`src/rtl/dcache_line_reader.sv`:
```
// Streams one cache line out of a dual-port BRAM read port, word by word, on a valid/ready beat
// interface. A 2-entry skid buffer absorbs the BRAM's one-cycle read latency under backpressure.
module dcache_line_reader #(
   parameter  int DATA_WIDTH   = 32,
   parameter  int INDEX_WIDTH  = 6,
   parameter  int OFFSET_WIDTH = 2,
   localparam int ADDR_WIDTH   = INDEX_WIDTH + OFFSET_WIDTH
) (
   input  logic                    clock,
   input  logic                    reset,
   input  logic                    start_valid,
   output logic                    start_ready,
   input  logic [INDEX_WIDTH-1:0]  start_index,
   output logic [ADDR_WIDTH-1:0]   bram_rdaddress,
   output logic                    bram_rden,
   input  logic [DATA_WIDTH-1:0]   bram_q,
   output logic                    out_valid,
   input  logic                    out_ready,
   output logic [DATA_WIDTH-1:0]   out_data,
   output logic                    out_last,
   output logic                    busy
);

   typedef enum logic [1:0] {IDLE, READ, DRAIN} state_t;

   state_t                  state;
   logic [INDEX_WIDTH-1:0]  index;
   logic [OFFSET_WIDTH-1:0] issue_ctr;
   logic                    inflight;
   logic                    inflight_last;
   logic [DATA_WIDTH-1:0]   fifo_data [2];
   logic                    fifo_last [2];
   logic                    rd_ptr;
   logic                    wr_ptr;
   logic [1:0]              occ;

   logic                    pop;
   logic                    push;
   logic                    issue;
   logic                    last_issue;
   logic [2:0]              credit_sum;

   // NOTE: every signal assigned here gets a value on every path, so no latch is inferred.
   always_comb begin
      pop        = out_valid && out_ready;
      push       = inflight;
      // Words already owned (buffered + returning) after this cycle's pop; pop implies occ>=1.
      credit_sum = {1'b0, occ} + {2'b00, inflight} - {2'b00, pop};
      issue      = (state == READ) && (credit_sum < 3'd2);
      last_issue = issue && (issue_ctr == {OFFSET_WIDTH{1'b1}});
   end

   assign bram_rden      = issue;
   assign bram_rdaddress = {index, issue_ctr};
   assign start_ready    = (state == IDLE);
   assign busy           = (state != IDLE);
   assign out_valid      = (occ != 2'd0);
   assign out_data       = fifo_data[rd_ptr];
   assign out_last       = fifo_last[rd_ptr];

   // NOTE: state uses non-blocking assignments so every register samples pre-edge values.
   always_ff @(posedge clock) begin
      if (reset) begin
         state         <= IDLE;
         index         <= '0;
         issue_ctr     <= '0;
         inflight      <= 1'b0;
         inflight_last <= 1'b0;
         occ           <= 2'd0;
         rd_ptr        <= 1'b0;
         wr_ptr        <= 1'b0;
         // NOTE: the two buffer entries are plain flops, cleared so out_data reads 0 after reset.
         fifo_data[0]  <= '0;
         fifo_data[1]  <= '0;
         fifo_last[0]  <= 1'b0;
         fifo_last[1]  <= 1'b0;
      end else begin
         inflight      <= issue;
         inflight_last <= last_issue;
         if (push) begin
            fifo_data[wr_ptr] <= bram_q;
            fifo_last[wr_ptr] <= inflight_last;
            wr_ptr            <= ~wr_ptr;
         end
         if (pop)
            rd_ptr <= ~rd_ptr;
         occ <= occ + 2'(push) - 2'(pop);

         case (state)
            IDLE: begin
               if (start_valid) begin
                  index     <= start_index;
                  issue_ctr <= '0;
                  state     <= READ;
               end
            end
            READ: begin
               // Counter stops on the final offset so the address holds steady while draining.
               if (issue) begin
                  if (last_issue)
                     state <= DRAIN;
                  else
                     issue_ctr <= issue_ctr + 1'b1;
               end
            end
            DRAIN: begin
               if (pop && out_last)
                  state <= IDLE;
            end
            default: state <= IDLE;
         endcase
      end
   end

endmodule

```
`config.mk`:
```
export PLATFORM = sky130hd
export DESIGN_NAME = dcache_line_reader
export DESIGN_NICKNAME = d
export VERILOG_FILES = /design/src/rtl/dcache_line_reader.sv
export SDC_FILE = /design/constraint.sdc
export NUM_CORES = 1
export LEC_CHECK = 0
export BUFFER_PORTS_ARGS = -buffer_cell sky130_fd_sc_hd__buf_2
export CORE_ASPECT_RATIO = 0.9
export CORE_MARGIN = 1
export CORE_UTILIZATION = 40
export CTS_CLUSTER_SIZE = 25
export DETAILED_ROUTE_END_ITERATION = 16
export GPL_TIMING_DRIVEN = 0
export SYNTH_ARGS = -nofsm -noshare
export SYNTH_HDL_FRONTEND = slang
export SYNTH_SLANG_ARGS = --single-unit
```
`constraint.sdc`:
```
create_clock -name clock -period 7.3 [get_ports clock]
set_input_delay 1.46 -clock clock [delete_from_list [all_inputs] [get_ports clock]]
set_output_delay 1.46 -clock clock [all_outputs]
set_load 0.03 [all_outputs]
```
# Yosys cells after proc, flatten, opt, wreduce, memory -nomap -nowiden

Memories as Yosys holds them, arrays and structs flattened. A register that Yosys moved wholly into a read port is not among the register bits.
Cells that the tools add are included.

Bits in registers: 16
Latch bits: 0
Memory bits (writable): 66
Bits in read-only memories: 0
Input bits: 42
Output and inout bits: 45
Word-level logic and storage cells: 63
Memories: 2

Memory list:

| name      | depth | bits a word | rd ports | clocked after memory_dff | wr ports | line | source |
|---|---|---|---|---|---|---|---|
| fifo_data | 2     | 32          | 1        | 1                        | 2        | 31   | `logic [DATA_WIDTH-1:0] fifo_data [2];` |
| fifo_last | 2     | 1           | 1        | 1                        | 2        | 32   | `logic fifo_last [2];` |

Add/subtract/negate cells: 5
Multipliers: 0
Div/mod/pow operators: 0
Magnitude comparators: 1
Eq/ne operators: 8
Shift operators: 0
Mux-type cells: 24
Bitwise logic cells: 2
Reduce and logical (&&, ||, !) cells: 13

Operators with widths:

| operator                                                    | count |
|---|---|
| 2-to-1 mux 32 bit                                           | 1 |
| OR reduction 32 bit                                         | 1 |
| 2-to-1 mux 1 bit                                            | 14 |
| 2-to-1 mux 2 bit                                            | 7 |
| != test 2 bit (second input constant)                       | 5 |
| AND reduction 4 bit                                         | 2 |
| one-hot mux 2 bit (3 select lines)                          | 1 |
| nonzero test 2 bit                                          | 3 |
| == test 2 bit (second input constant)                       | 2 |
| logical AND 1 bit                                           | 4 |
| one-hot mux 2 bit (2 select lines)                          | 1 |
| adder 2 x 1 -> 3 bit                                        | 1 |
| less-than comparator 3 x 2 -> 1 bit (second input constant) | 1 |
| subtractor 3 x 1 -> 3 bit                                   | 1 |
| adder 2 x 1 -> 2 bit                                        | 1 |
| adder 2 x 1 -> 2 bit (second input constant)                | 1 |
| == test 2 x 1 -> 1 bit (second input constant)              | 1 |
| zero test 2 bit                                             | 1 |
| NOT 1 bit                                                   | 2 |
| AND reduction 2 bit                                         | 1 |
| subtractor 2 x 1 -> 2 bit                                   | 1 |
| OR reduction 1 bit                                          | 1 |

# Logic depth before layout (Yosys ltp)

Gate-level depths: netlist of the first run.

Depth after elaboration: 9
Gate-level depth with buffers: 9
Mapped depth without buffers: 9

# Least setup slack after synthesis of the first run

Ideal clock, no wire load.

Kind: input port to output port
Start: input port out_ready
End: output port bram_rden
Arrival: 3.125 ns
Data required time: 5.840 ns
Setup slack: 2.715 ns
Stages: 9
Buffers on the path: 0
Cells stage by stage: o21ai_0 > inv_1 > ha_1 > inv_1 > ha_1 > fa_1 > nor3b_1 > nand2_1 > inv_1

Word-level cells in the longest chain between the ends: 4

RTL lines:

| what                                | line | source |
|---|---|---|
| start: declaration                  | 18   | `input logic out_ready,` |
| logical AND 1 bit                   | 45   | `pop = out_valid && out_ready;` |
| named net pop                       | 37   | `logic pop;` |
| subtractor 3 x 1 -> 3 bit           | 48   | `credit_sum = {1'b0, occ} + {2'b00, inflight} - {2'b00, pop};` |
| named net credit_sum[1]             | 41   | `logic [2:0] credit_sum;` |
| less-than comparator 3 x 2 -> 1 bit | 49   | `issue = (state == READ) && (credit_sum < 3'd2);` |
| logical AND 1 bit                   | 49   |  |
| end: declaration                    | 15   | `output logic bram_rden,` |

The timed path passes the listed nets, and every way through them passes these cells.

# Worst setup path after layout of the first run

Start: input port out_ready
End: output port bram_rden

Word-level cells in the longest chain between the ends: 4

RTL lines:

| what                                | line |
|---|---|
| logical AND 1 bit                   | 45 |
| named net pop                       | 37 |
| subtractor 3 x 1 -> 3 bit           | 48 |
| less-than comparator 3 x 2 -> 1 bit | 49 |
| logical AND 1 bit                   | 49 |

The timed path passes the listed nets, and every way through them passes these cells.

==> qor.txt, run 1 <==
NetSw: 457 uW
Crit-path leading delay family: adder cells
Die width: 102 um
Synth Area per Inst: 14.2 sq um
Site Rows: 32
Asr flop ratio synth: 0%
Class of the worst hold path: register to register
Filler cells: 825
Pleak: 1.91 nW
Clk Latency, worst-skew pair: 350 ps
CP Class: input pin to output port
Critical-path cell with the highest stage delay: fa_1
CTS max path bufs: 2
Crit Path Max Fanout: 5
Diode count: 0
Layout cells sized above 1: 42.6%
Critical Path AT: 3470 ps
Die Y-Extent: 92.2 um
Post-synthesis cell type count: 33
Post-Synthesis Cells: 255
Seq pwr share: 42.6%
Tightest Pin Transition: 871 ps
Clock sinks: 83
Comb power frac: 31.8%
Setup slack, reg-to-reg: 4750 ps
WL final: 6600 um
Global route overflow: 0
Ranking of synthesized cells by area: edfxtp_1 (55%), and2_1 (11%), mux2_2 (11%)
CP peak stage delay: 370 ps
Die ar.: 9420 sq um
P&R area growth vs syn: 22.2%
Hold Fails Final Rpt: 0
Vias in the first global route: 2207
Crit end category: output port
Hold-fix buffers at CTS: 0
Util after Layout: 50.9%
Synth top cells by count: and2_1 (66), edfxtp_1 (66), mux2_2 (34)
I/O pins: 87
Post-CTS setup buffer count: 0
Pin count of the biggest net entering global routing: 34
FF-to-FF Start: occ[1]
RR Endpoint: issue_ctr[0]
Routability Congestion: 0.687
Unrepaired setup endpoints after global routing: false
Achievable frequency: 0.203 GHz
Sequential share of the synthesized area: 64.2%
TritonCTS Buffers: 9
Synthesis-stage register bit count: 83
# resized after CTS: 0
Worst Hold Depth: 2
Post-synth EDFFs: 66
Initial antenna violation count: 0
CP cell instances: buf_2 -> o21ai_0 -> inv_1 -> ha_1 -> inv_1 -> ha_1 -> fa_1 -> xor2_1 -> nand2_1 -> inv_1 -> buf_2
# DRC: 0
Slew Limit Fails: 0
Final Skew: 10.0 ps
Total track usage: 15.2%
Post-synth top area cell: edfxtp_1
Post-route ant nets: 0
Starting Density: 41.6%
CP Buf/Inv Count: 5
Req. time, crit path: 5840 ps
Peak VDD IR: 0.183 mV
Power per cell area: 315 nW/um^2
Wire per inst: 13.9 um
Final #Nets: 398
H-tree depth: 3
TritonCTS clock tree: yes
First-pass GRT wire length: 10500 um
Placeable Area: 8690 sq um
YS warnings: 0
Status: completed
First-iteration detailed-routing DRC count: 50
Synth top area share: 54.8%
CP most frequent cell: inv_1
Root Buffer Master: clkbuf_8
Max cap viols: 0
Crit share post-route: 67.5%
Routed via count: 2168
Clk pwr share: 25.6%
Worst setup SP type: input pin
Syn_nets: 301
Switching part of the total power: 32.9%
DR pass1 iterations: 4
Slew HR: 42.0%
Crit path time final: 4930 ps
Clock transition at path regs: 80 ps
TNS Setup: 0 ps
Vias per Instance: 4.55
Ys flop type: edfxtp_1
HPWL after DPL: 4500 um
Port bufs: 86
Cell count of the worst reg-to-reg path: 9
Hold Crit Endpoint: index[0]
Netlist Area Pre-Place: 3620 sq um
HP Start: index[0]
# setup viols final: 0
P_int: 933 uW
power by group through the flow:
stage                     Combinational (mW)  Clock [mW]  Sequential [mW]
after floorplan                        0.323           0            0.608
after global placement                 0.445           0            0.601
after detailed placement               0.449           0            0.604
after CTS                              0.451       0.365            0.593
after global routing                   0.482       0.383            0.598
final                                  0.443       0.355            0.592
final cells by class:
class	instances	area, sq um	share of cell area (%)
buffer	13	75.1	1.70
clock buffer	13	181	4.11
clock inverter	3	41.3	0.934
inverter	9	33.8	0.764
multi-input combinational	150	1190	26.8
sequential	83	2320	52.5
tap	119	149	3.37
timing repair buffer	86	430	9.74
layer usage:
| layer | global-route usage (%) | up-vias | part of all wire (%) |
|---|---|---|---|
| met3 | 5.95 | 8 | 6.1 |
| met5 | 0 | - | 0 |
| met4 | 4.64 | 0 | 1.2 |
| met2 | 25.1 | 59 | 49 |
| met1 | 18.3 | 1029 | 44 |
| li1 | - | 1072 | - |
kinds of logic after synthesis:
kind of cell	count (synthesis)	share of synthesized area (%)
fa+ha+maj	4	1.59
flops	83	64.2
buf+inv	22	3.01
simple gates	98	17.2
compound gates	5	0.969
xor+xnor	3	0.727
mux	40	12.2
stage by stage:
step                      setup slack (ps)  power (mW)  hold slack (ps)  cells  instance area [sq um]
after global routing                  2210        1.46              527    476                   4420
after CTS                             2350        1.41              501    476                   4420
after global placement                2400        1.05              467    460                   4200
after floorplan                       2710       0.930              472    255                   3620
after detailed placement              2360        1.05              482    460                   4200
final                                 2370        1.39              495    476                   4420
layout by cell type (no fill, tap or decap), drive strengths merged, types with 6 or more instances in the layout:
master and n:
buf 91, and2 66, edfxtp 66, mux2 34, clkbuf 21, dfxtp 17, nor2 13, inv 10
mux2i 6, nor3b 6
worst register-to-register path, cell delays in order, from the launching register on:
cell,delay (ps)
dfxtp_1,340
o21ai_0,300
inv_1,90
ha_1,280
inv_1,40
ha_1,180
fa_1,540
nor4b_4,300
nand2_1,100
mux2_2,280
worst max-delay path by stage:
stage,start,end,slack (ps),cells past startpoint
after floorplan,out_ready,bram_rden,2710,9
after global placement,out_ready,bram_rden,2400,11
after detailed placement,out_ready,bram_rden,2360,11
after CTS,out_ready,bram_rden,2350,11
after global routing,out_ready,bram_rden,2210,11
final,out_ready,bram_rden,2370,11
sequential cells by signal, summed over array words and instances (netlist names), 2 cells and up, named ones only:
| signal | flops |
|---|---|
| fifo_data | 64 |
| index | 6 |
| fifo_last | 2 |
| issue_ctr | 2 |
| occ | 2 |
| state | 2 |
No activity file was read; power rests on OpenSTA's default activity.
==> inputs of run 2 (changes only) <==
--- a/config.mk
+++ b/config.mk
@@ -5,6 +5,7 @@
 export SDC_FILE = /design/constraint.sdc
 export NUM_CORES = 1
 export LEC_CHECK = 0
+export ABC_AREA = 1
 export BUFFER_PORTS_ARGS = -buffer_cell sky130_fd_sc_hd__buf_2
 export CORE_ASPECT_RATIO = 0.9
 export CORE_MARGIN = 1
@@ -12,6 +13,7 @@
 export CTS_CLUSTER_SIZE = 25
 export DETAILED_ROUTE_END_ITERATION = 16
 export GPL_TIMING_DRIVEN = 0
+export PLACE_DENSITY = 0.65
 export SYNTH_ARGS = -nofsm -noshare
 export SYNTH_HDL_FRONTEND = slang
 export SYNTH_SLANG_ARGS = --single-unit
==> constraint.sdc (replaced) <==
create_clock -name clock -period 4 [get_ports clock]
set_input_delay 0.8 -clock clock [delete_from_list [all_inputs] [get_ports clock]]
set_output_delay 0.8 -clock clock [all_outputs]
set_load 0.03 [all_outputs]
==> qor.txt, run 2 <==
DR pass1 iterations: 4 (unchanged)
Clock transition at path regs: 80 ps (about the same)
Asr flop ratio synth: 0% (unchanged)
Synthesis-stage register bit count: 83 (unchanged)
Crit end category: output port (unchanged)
Starting Density: 41.2% (was 41.6%)
Root Buffer Master: clkbuf_8 (unchanged)
Busiest layer in global routing: met2 (unchanged)
CTS max path bufs: 2 (unchanged)
Peak VDD IR: 0.249 mV (was 0.183 mV)
Hold-fix buffers at CTS: 0 (unchanged)
Post-Synthesis Cells: 304 (was 255)
I/O pins: 87 (unchanged)
CP cell instances: buf_2 -> o21a_1 -> ha_1 -> inv_1 -> ha_1 -> fa_1 -> a21oi_2 -> nand3_2 -> inv_1 -> buf_2 (was buf_2 -> o21ai_0 -> inv_1 -> ha_1 -> inv_1 -> ha_1 -> fa_1 -> xor2_1 -> nand2_1 -> inv_1 -> buf_2)
Die Y-Extent: 91.4 um (was 92.2 um)
Cell count of the worst reg-to-reg path: 11 (was 9)
Synth top cells by count: nor2_1 (86), edfxtp_1 (66), inv_1 (46) (was and2_1 (66), edfxtp_1 (66), mux2_2 (34))
First-pass GRT wire length: 10500 um (about the same)
Number of flip-flops in the largest register: 64 (unchanged)
Clk Latency, worst-skew pair: 340 ps (was 350 ps)
Status: completed (unchanged)
TNS Setup: 0 ps (unchanged)
Largest regs: fifo_data x64, index x6 (unchanged)
Layout cells sized above 1: 39.5% (was 42.6%)
# DRC: 0 (unchanged)
Total track usage: 15.2% (about the same)
Routed via count: 2347 (was 2168)
P&R area growth vs syn: 22.4% (was 22.2%)
Setup slack, reg-to-reg: 1690 ps (was 4750 ps)
HP Start: rd_ptr (was index[0])
Achievable frequency: 0.290 GHz
Post-route ant nets: 0 (unchanged)
Commonest non-fill, non-tap cells in the layout: buf_2 (94), nor2_1 (86), edfxtp_1 (66) (was buf_2 (90), and2_1 (66), edfxtp_1 (66))
Vias per Instance: 4.48 (was 4.55)
CP peak stage delay: 480 ps (was 370 ps)
Die width: 101 um (was 102 um)
Hold Worst Slack: 464 ps (was 495 ps)
Final #Nets: 446 (was 398)
Crit share post-route: 86.1%
Post-Layout Cell Count: 524 (was 476)
Worst setup SP type: input pin (unchanged)
Hold Fails Final Rpt: 0 (unchanged)
Ranking of synthesized cells by area: edfxtp_1 (56%), mux2_2 (10%), dfxtp_1 (9.6%) (was edfxtp_1 (55%), and2_1 (11%), mux2_2 (11%))
WL final: 6500 um (was 6600 um)
Post-CTS setup buffer count: 0 (unchanged)
Initial antenna violation count: 0 (unchanged)
Count leader, synth: nor2_1
YS warnings: 0 (unchanged)
Met3 usage: 5.47% (was 5.95%)
HPWL after DPL: 4280 um (was 4500 um)
Worst Hold Depth: 1 (was 2)
# resized after CTS: 0 (unchanged)
H-tree depth: 3 (unchanged)
Class of the worst hold path: register to register (unchanged)
Post-synth top area cell: edfxtp_1 (unchanged)
TritonCTS clock tree: yes (unchanged)
M1 GR Usage: 17.8% (was 18.3%)
Ys flop type: edfxtp_1 (unchanged)
Sequential share of the synthesized area: 65.4% (was 64.2%)
Most flops, register: fifo_data (unchanged)
Crit path time final: 3440 ps
FF-to-FF Start: occ[1] (unchanged)
Crit Path Max Fanout: 5 (unchanged)
Routability Congestion: 0.704 (was 0.687)
CP Buf/Inv Count: 4 (was 5)
Syn_nets: 350 (was 301)
Die ar.: 9250 sq um (was 9420 sq um)
TritonCTS Buffers: 9 (unchanged)
Slew Limit Fails: 0 (unchanged)
CP Class: input pin to output port (unchanged)
Cells after DPL: 508 (was 460)
Max cap viols: 0 (unchanged)
Power per cell area: 563 nW/um^2 (was 315 nW/um^2)
Commonest non-fill, non-tap cell in the layout: buf_2 (unchanged)
Post-layout power: 2.45 mW (was 1.39 mW)
Slew HR: 43.3% (was 42.0%)
Design Area, Final: 4340 sq um (was 4420 sq um)
Synth Area per Inst: 11.7 sq um (was 14.2 sq um)
Unrepaired setup endpoints after global routing: false (unchanged)
Pleak: 2.00 nW (was 1.91 nW)
Req. time, crit path: 3200 ps (was 5840 ps)
Post-DP Area: 4130 sq um (was 4200 sq um)
# setup viols final: 0 (unchanged)
Tightest Pin Transition: 847 ps (was 871 ps)
First-iteration detailed-routing DRC count: 63 (was 50)
Vias in the first global route: 2364 (was 2207)
Global route overflow: 0 (unchanged)
Diode count: 0 (unchanged)
Post-synthesis cell type count: 23 (was 33)
Wire per inst: 12.4 um (was 13.9 um)
Met2 Use GR: 26.0% (was 25.1%)
Critical-path cell with the highest stage delay: fa_1 (unchanged)
Pin count of the biggest net entering global routing: 34 (unchanged)
Port bufs: 85 (was 86)
Clock sinks: 83 (unchanged)
RR Endpoint: issue_ctr[1] (was issue_ctr[0])
Final Skew: 3.68 ps (was 10.0 ps)
Netlist Area Pre-Place: 3550 sq um (was 3620 sq um)
Critical Path AT: 2640 ps (was 3470 ps)
Placeable Area: 8610 sq um (was 8690 sq um)
Site Rows: 32 (unchanged)
Crit-path leading delay family: adder cells (unchanged)
Post-synth EDFFs: 66 (unchanged)
Hold Crit Endpoint: rd_ptr (was index[0])
Synth top area share: 55.9% (was 54.8%)
-- run 2: kinds of logic (layout without fill, tap and decap cells) --
logic type               count (synthesis)  count (layout)  synth area share, %
AO/OA/AOI/OAI                           16              16                 2.64
adder cells (fa/ha/maj)                  4               4                 1.62
buffers and inverters                   61             162                 7.09
flip-flops                              83              83                 65.4
multiplexers                            32              32                 10.2
AND/OR/NAND/NOR                        108             108                 13.0
-- run 2: power breakdown --
part | internal, mW | total, mW | leakage (nW) | switching [mW]
sequential | 1.02 | 1.06 | 0.823 | 0.0313
combinational | 0.259 | 0.752 | 1.07 | 0.493
clock | 0.349 | 0.640 | 0.103 | 0.291
total | 1.63 | 2.45 | 2.00 | 0.815
-- run 2: layout make-up --
type	count	area (sq um)
plain buffers	12	67.6
clock buffers	9	124
clock inverters	7	92.6
fillers	826	4260
inverters	49	184
multi-input cells	160	980
flip-flops and latches	83	2320
well taps	119	149
repair buffers	85	425
-- run 2: worst max path at each step --
stage	start	endpoint	cells after the start
3_5_place_dp	out_ready	bram_rden	10
5_1_grt	out_ready	bram_rden	10
6_report	out_ready	bram_rden	10
4_1_cts	out_ready	bram_rden	10
3_3_place_gp	out_ready	bram_rden	10
2_1_floorplan	out_ready	bram_rden	8
-- run 2: metrics by stage --
step	setup slack (ps)	utilization, %
after global placement	588	47.9
after floorplan	822	-
after global routing	440	50.5
after CTS	540	50.5
after detailed placement	563	48.0
final	556	50.5
-- run 2: metal layers --
layer / wire [um] / part of all wire (%) / up-vias
li1: - / - / 1177
met1: 2880 / 44 / 1104
met2: 3200 / 49 / 61
met3: 375 / 5.8 / 5
met4: 38 / 0.59 / 0
met5: 0 / 0 / -
